[src/rtl/net_tx_sched_pkg.sv]
// Shared types and burst-format helpers for the transmit scheduler.
// Word layout: tag/id header, sequence number, payload, zero padding, XOR check word.
package net_tx_sched_pkg;

  typedef enum logic [1:0] {
    IDLE = 2'd0,
    SEND = 2'd1,
    GAP  = 2'd2
  } tx_state_t;

  localparam logic [7:0] HDR_TAG       = 8'hC0;
  localparam int         MIN_PKT_WORDS = 4;

  // Word k of an n-word burst; the last word folds all earlier words together.
  function automatic logic [15:0] burst_word(input int k, input int n, input logic [3:0] id,
                                             input logic [15:0] seq, input logic [15:0] payload);
    logic [15:0] w0;
    w0 = {HDR_TAG, 4'h0, id};
    if (k == 0)          return w0;
    else if (k == 1)     return seq;
    else if (k == 2)     return payload;
    else if (k == n - 1) return w0 ^ seq ^ payload;
    else                 return 16'h0000;
  endfunction

endpackage

[src/rtl/net_tx_scheduler_rr_arbiter.sv]
// Combinational round-robin pick among pending sources, starting after last_grant.
// Zero latency; no backpressure, the caller decides when a grant is consumed.
module rr_arbiter #(
  parameter int NUM_REQ = 3
) (
  input  logic [NUM_REQ-1:0] pending,
  input  logic [3:0]         last_grant,
  output logic [NUM_REQ-1:0] grant,
  output logic [3:0]         grant_id,
  output logic               grant_vld
);

  // Two passes: sources above last_grant first, then wrap to the bottom.
  always_comb begin
    grant     = '0;
    grant_id  = '0;
    grant_vld = 1'b0;
    for (int i = 0; i < NUM_REQ; i++) begin
      if (!grant_vld && pending[i] && (i > int'(last_grant))) begin
        grant_vld = 1'b1;
        grant[i]  = 1'b1;
        grant_id  = 4'(i);
      end
    end
    for (int i = 0; i < NUM_REQ; i++) begin
      if (!grant_vld && pending[i] && (i <= int'(last_grant))) begin
        grant_vld = 1'b1;
        grant[i]  = 1'b1;
        grant_id  = 4'(i);
      end
    end
  end

endmodule

[src/rtl/net_tx_scheduler.sv]
// Shares one transmit stack among NUM_REQ word sources; post-to-first-word latency is 2 cycles.
// No backpressure: bursts are never stalled, and a re-post over a pending word drops the older one.
module net_tx_scheduler
  import net_tx_sched_pkg::*;
#(
  parameter int NUM_REQ    = 3,
  parameter int DATA_SIZE  = 16,
  parameter int PKT_WORDS  = 4,
  parameter int GAP_CYCLES = 1024
) (
  input  logic                         clk,
  input  logic                         rst,
  input  logic [NUM_REQ-1:0]           req_valid,
  input  logic [NUM_REQ*DATA_SIZE-1:0] req_data,
  output logic [NUM_REQ-1:0]           req_drop,
  output logic                         axiov,
  output logic [15:0]                  axiod,
  output logic                         busy,
  output logic [15:0]                  pkt_count
);

  localparam int PKT_W = (PKT_WORDS < MIN_PKT_WORDS) ? MIN_PKT_WORDS : PKT_WORDS;
  localparam int IDX_W = $clog2(PKT_W + 1);
  localparam int GAP_W = $clog2(GAP_CYCLES + 1);

  tx_state_t          state;
  logic [NUM_REQ-1:0] pending;
  logic [15:0]        held [NUM_REQ];
  logic [3:0]         last_grant;
  logic [IDX_W-1:0]   word_idx;
  logic [GAP_W-1:0]   gap_cnt;
  logic [15:0]        seq;
  logic [3:0]         cur_id;
  logic [15:0]        cur_seq;
  logic [15:0]        cur_payload;

  logic [NUM_REQ-1:0] grant_oh;
  logic [3:0]         grant_id;
  logic               grant_vld;
  logic               grant_now;
  logic [15:0]        grant_word;

  rr_arbiter #(
    .NUM_REQ (NUM_REQ)
  ) u_arb (
    .pending    (pending),
    .last_grant (last_grant),
    .grant      (grant_oh),
    .grant_id   (grant_id),
    .grant_vld  (grant_vld)
  );

  assign grant_now = (state == IDLE) && grant_vld;
  assign busy      = (state != IDLE);

  // Granted word selected by one-hot mux; reflects the value held before this edge.
  always_comb begin
    grant_word = '0;
    for (int i = 0; i < NUM_REQ; i++) begin
      if (grant_oh[i]) grant_word = grant_word | held[i];
    end
  end

  always_ff @(posedge clk or negedge rst) begin
    if (!rst) begin
      pending  <= '0;
      req_drop <= '0;
      for (int i = 0; i < NUM_REQ; i++) held[i] <= '0;
    end else begin
      for (int i = 0; i < NUM_REQ; i++) begin
        if (req_valid[i]) begin
          pending[i]  <= 1'b1;
          held[i]     <= req_data[i*DATA_SIZE +: 16];
          req_drop[i] <= pending[i] && !(grant_now && grant_oh[i]);
        end else begin
          req_drop[i] <= 1'b0;
          if (grant_now && grant_oh[i]) pending[i] <= 1'b0;
        end
      end
    end
  end

  always_ff @(posedge clk or negedge rst) begin
    if (!rst) begin
      state       <= IDLE;
      last_grant  <= 4'(NUM_REQ - 1);
      word_idx    <= '0;
      gap_cnt     <= '0;
      seq         <= '0;
      pkt_count   <= '0;
      cur_id      <= '0;
      cur_seq     <= '0;
      cur_payload <= '0;
      axiov       <= 1'b0;
      axiod       <= '0;
    end else begin
      case (state)
        IDLE: begin
          if (grant_vld) begin
            cur_id      <= grant_id;
            cur_seq     <= seq;
            cur_payload <= grant_word;
            last_grant  <= grant_id;
            seq         <= seq + 16'd1;
            pkt_count   <= pkt_count + 16'd1;
            axiov       <= 1'b1;
            axiod       <= burst_word(0, PKT_W, grant_id, seq, grant_word);
            word_idx    <= IDX_W'(1);
            state       <= SEND;
          end
        end
        SEND: begin
          if (word_idx == IDX_W'(PKT_W)) begin
            axiov   <= 1'b0;
            axiod   <= '0;
            gap_cnt <= GAP_W'(GAP_CYCLES);
            state   <= GAP;
          end else begin
            axiod    <= burst_word(32'(word_idx), PKT_W, cur_id, cur_seq, cur_payload);
            word_idx <= word_idx + IDX_W'(1);
          end
        end
        GAP: begin
          gap_cnt <= gap_cnt - GAP_W'(1);
          if (gap_cnt == GAP_W'(1)) state <= IDLE;
        end
        default: state <= IDLE;
      endcase
    end
  end

endmodule

[config.mk]
export PLATFORM = sky130hd
export DESIGN_NAME = net_tx_scheduler
export DESIGN_NICKNAME = d
export VERILOG_FILES = /design/src/rtl/net_tx_sched_pkg.sv /design/src/rtl/net_tx_scheduler_rr_arbiter.sv /design/src/rtl/net_tx_scheduler.sv
export SDC_FILE = /design/constraint.sdc
export NUM_CORES = 1
export LEC_CHECK = 0
export CORE_MARGIN = 1.5
export CORE_UTILIZATION = 50
export CTS_CLUSTER_DIAMETER = 120
export DETAILED_ROUTE_END_ITERATION = 8
export GPL_TIMING_DRIVEN = 0
export PLACE_DENSITY = 0.84
export SYNTH_ARGS = -nofsm -noshare
export SYNTH_HDL_FRONTEND = slang
export SYNTH_SLANG_ARGS = --single-unit
[constraint.sdc]
create_clock -name clk -period 1.7 [get_ports clk]
set_input_delay 0.34 -clock clk [delete_from_list [all_inputs] [get_ports clk]]
set_output_delay 0.34 -clock clk [all_outputs]
set_load 0.05 [all_outputs]
==> reports/qor.csv <==
metric;value;unit
synth.area.top_cells;dfrtp_1, mux2_2, nand2_1, a222oi_1, xnor2_1;
synth_top_area_frac;0.552;
routed_wl;21.9;mm
combPwrFrac;0.470;
rows;42;
power.leakage;4.27;nW
critPathArrivalTime;2180;ps
grt_pass1_wl;32.2;mm
drt_iter0_markers;886;
p_int;10.6;mW
switching_share;0.411;
layout_min_cycle_time;1890;ps
fmax;528;MHz
fin_worst_skew;11.4;ps
nets;844;
violations;negative setup slack;
dominantRegCellSynth;dfrtp_1;
reg2reg_from;last_grant[1];
via_per_inst;6.40;
critPathRequiredTime;1990;ps
root_buffer;clkbuf_16;
finalCritPeriodShare;1.11;
drv_slew;0;
cts_tree;yes;
seq_area_frac_synth;0.556;
clock_sinks;154;
peakVddDrop;0.997;mV
antenna_found_initial;0;
startpoint;last_grant[1];
power;18.1;mW
min-delay-start;req_valid[0];
start_util;0.517;
syn-num-nets;691;
clkLatencyLatePin;440;ps
place.gp.congestion;0.910;
dieWidth;121;um
htree_levels;4;
antenna_cells;0;
worstPathCellList;nor2b_4 > a22o_4 > clkbuf_16 > a222oi_1 > a21oi_1;
slew_headroom;0.543;
p_switching;7.42;mW
port_buffers;86;
finalSetupViolCount;31;
grt.total_usage;0.291;
synth_edf_count;0;
critical-path-top-delay-family;compound AO/OA/AOI/OAI gates;
synth_cell_types;54;
ant_nets;0;
tightest_slew;686;ps
synth_top_area_cell;dfrtp_1;
first_pass_iters;7;
synthArstFlopShare;1.00;
yosys_warnings;0;
status;finished with violations;
grt_pass1_vias;6286;
grt_overflow;0;
synth_area;0.00693;mm^2
cp.buffers_inverters;1;
ioPinCount;90;
drc;0;
p_seq_frac;0.311;
dieHeight;121;um
dieArea;0.0146;mm^2
avgSynthCellArea;11.0;um^2
worstSetupEndpointType;flip-flop;
area_growth;38.4;%
numCtsBuffers;17;
clk_pin_slew_worst_paths;60;ps
setup_slack;-194;ps
slowest_delay;600;ps
hold_class;in -> reg;
hold_viol;0;
dp_hpwl;11.3;mm
drive_gt1_frac;0.298;
clock_path_buffers;2;
worst-path-max-fanout;6;
p_clk_frac;0.219;
max-cap-violations;0;
syn_inst;629;
pre_cts_ws;-528;ps
rsz0062_at_grt;true;
core_area;0.0134;mm^2
slowest_stage;dfstp_2;
power_density;1880;mW/mm^2
path_class;reg -> reg;
synth_seq_cells;154;
start_kind;flip-flop;
vias;6204;
routedWlPerCell;22.6;um
grt_start_max_net_pins;91;
==> state kept, by name, summed over array words and instances (netlist names) <==
signal	flops
last_grant	2
seq	16
pending	3
axiov	1
cur_id	1
state	2
cur_seq	16
cur_payload	16
word_idx	3
axiod	16
held	48
req_drop	3
gap_cnt	11
pkt_count	16
==> power by group through the flow <==
stage / registers, mW / clock network, mW / logic [mW]
floorplan: 6.12 / 0 / 3.16
global placement: 5.43 / 0 / 5.52
detailed placement: 5.50 / 0 / 5.70
CTS: 5.46 / 3.90 / 7.43
global route: 5.68 / 4.12 / 8.81
finish: 5.62 / 3.95 / 8.48
==> worst register-to-register path: cells and delay by family (launching register included) <==
kind	cells	cell delay, ps
compound gates	3	910
buf+inv	1	180
flops	1	600
simple gates	1	60
==> cells in the mapped netlist (12+ instances only) <==
library cell,n
o21ai_0,22
xor2_1,12
nor2_1,34
o22ai_1,13
nand2b_1,29
clkbuf_1,31
xnor2_1,21
dfrtp_1,153
a222oi_1,28
nand2_1,99
mux2_2,48
a21oi_1,20
==> cell type report <==
class                   count  area (um^2)
clock buffers              23          488
fillers                   785         3800
repair buffers            142         1340
well taps                 176          220
clock inverters             7          115
plain buffers              27          289
inverters                   9         36.3
flip-flops and latches    154         3870
multi-input cells         431         3240
==> metal layers <==
layer	up-vias	global-route usage	part of all wire
met1	3048	0.332	0.35
met2	462	0.486	0.50
met4	0	0.202	0.067
li1	2554	-	-
met3	140	0.0656	0.082
met5	-	0	0
==> per-stage QoR <==
step	hold WS [ps]	util	setup TNS [ps]	instance area [um^2]	std cells
finish	462	0.716	-3040	9600	969
global route	477	0.716	-4750	9600	969
CTS	476	0.701	-1450	9390	954
detailed placement	367	0.601	-31840	8060	892
global placement	455	0.599	-860410	8030	891
floorplan	44.4	-	-485	6950	629
==> layout by cell type, fill, tap and decap left out, types with 5 or more instances in the layout <==
cell | netlist | layout
clkbuf_1 | 31 | 7
buf_8 | 0 | 5
o21ai_0 | 22 | 9
a21oi_1 | 20 | 18
clkbuf_2 | 0 | 12
xor2_1 | 12 | 12
o21ai_1 | 0 | 13
clkdlybuf4s15_1 | 0 | 5
clkbuf_4 | 0 | 5
a21o_1 | 6 | 6
nand4_1 | 7 | 7
clkbuf_8 | 0 | 8
ha_1 | 9 | 5
dfrtp_1 | 153 | 143
clkdlybuf4s50_1 | 0 | 48
nand2_1 | 99 | 98
clkdlybuf4s15_2 | 0 | 9
nor2_1 | 34 | 30
inv_1 | 9 | 7
o22ai_1 | 13 | 9
buf_6 | 2 | 12
dfrtp_2 | 0 | 10
and3_1 | 9 | 9
xnor2_1 | 21 | 21
mux2_2 | 48 | 48
dlygate4sd2_1 | 0 | 15
nand3_1 | 10 | 9
a222oi_1 | 28 | 28
buf_4 | 0 | 40
nand2b_1 | 29 | 27
clkbuf_16 | 0 | 22
==> cell families (layout without fill, tap and decap cells) <==
family / count (synthesis) / in the layout / synth area share
compound gates: 106 / 106 / 0.109
xor+xnor: 34 / 34 / 0.0440
fa+ha+maj: 9 / 9 / 0.0162
buf+inv: 44 / 208 / 0.0262
flops: 154 / 154 / 0.556
mux: 52 / 52 / 0.0838
simple gates: 230 / 230 / 0.164
==> final timing paths <==
check | to | slack (ps) | cells after the start
setup / recovery | cur_payload[7] | -190 | 5
hold / removal | held[33] | 460 | 2
setup reg to reg | cur_payload[7] | -190 | 5
hold reg to reg | pkt_count[15] | 470 | 1
max in group asynchronous | pending[2] | 300 | 3
min in group asynchronous | held[28] | 470 | 2
==> timing repair <==
action / in CTS / in global routing
endpoints found under the hold margin: 64 / 0
hold buffers: 1 / 0
gates cloned: 5 / 0
setup endpoints to repair: 127 / 109
resized for setup: 183 / 52
buffers inserted: 33 / 18
pin swaps: 32 / 43
Note: power is estimated with default switching activity, not from simulation.
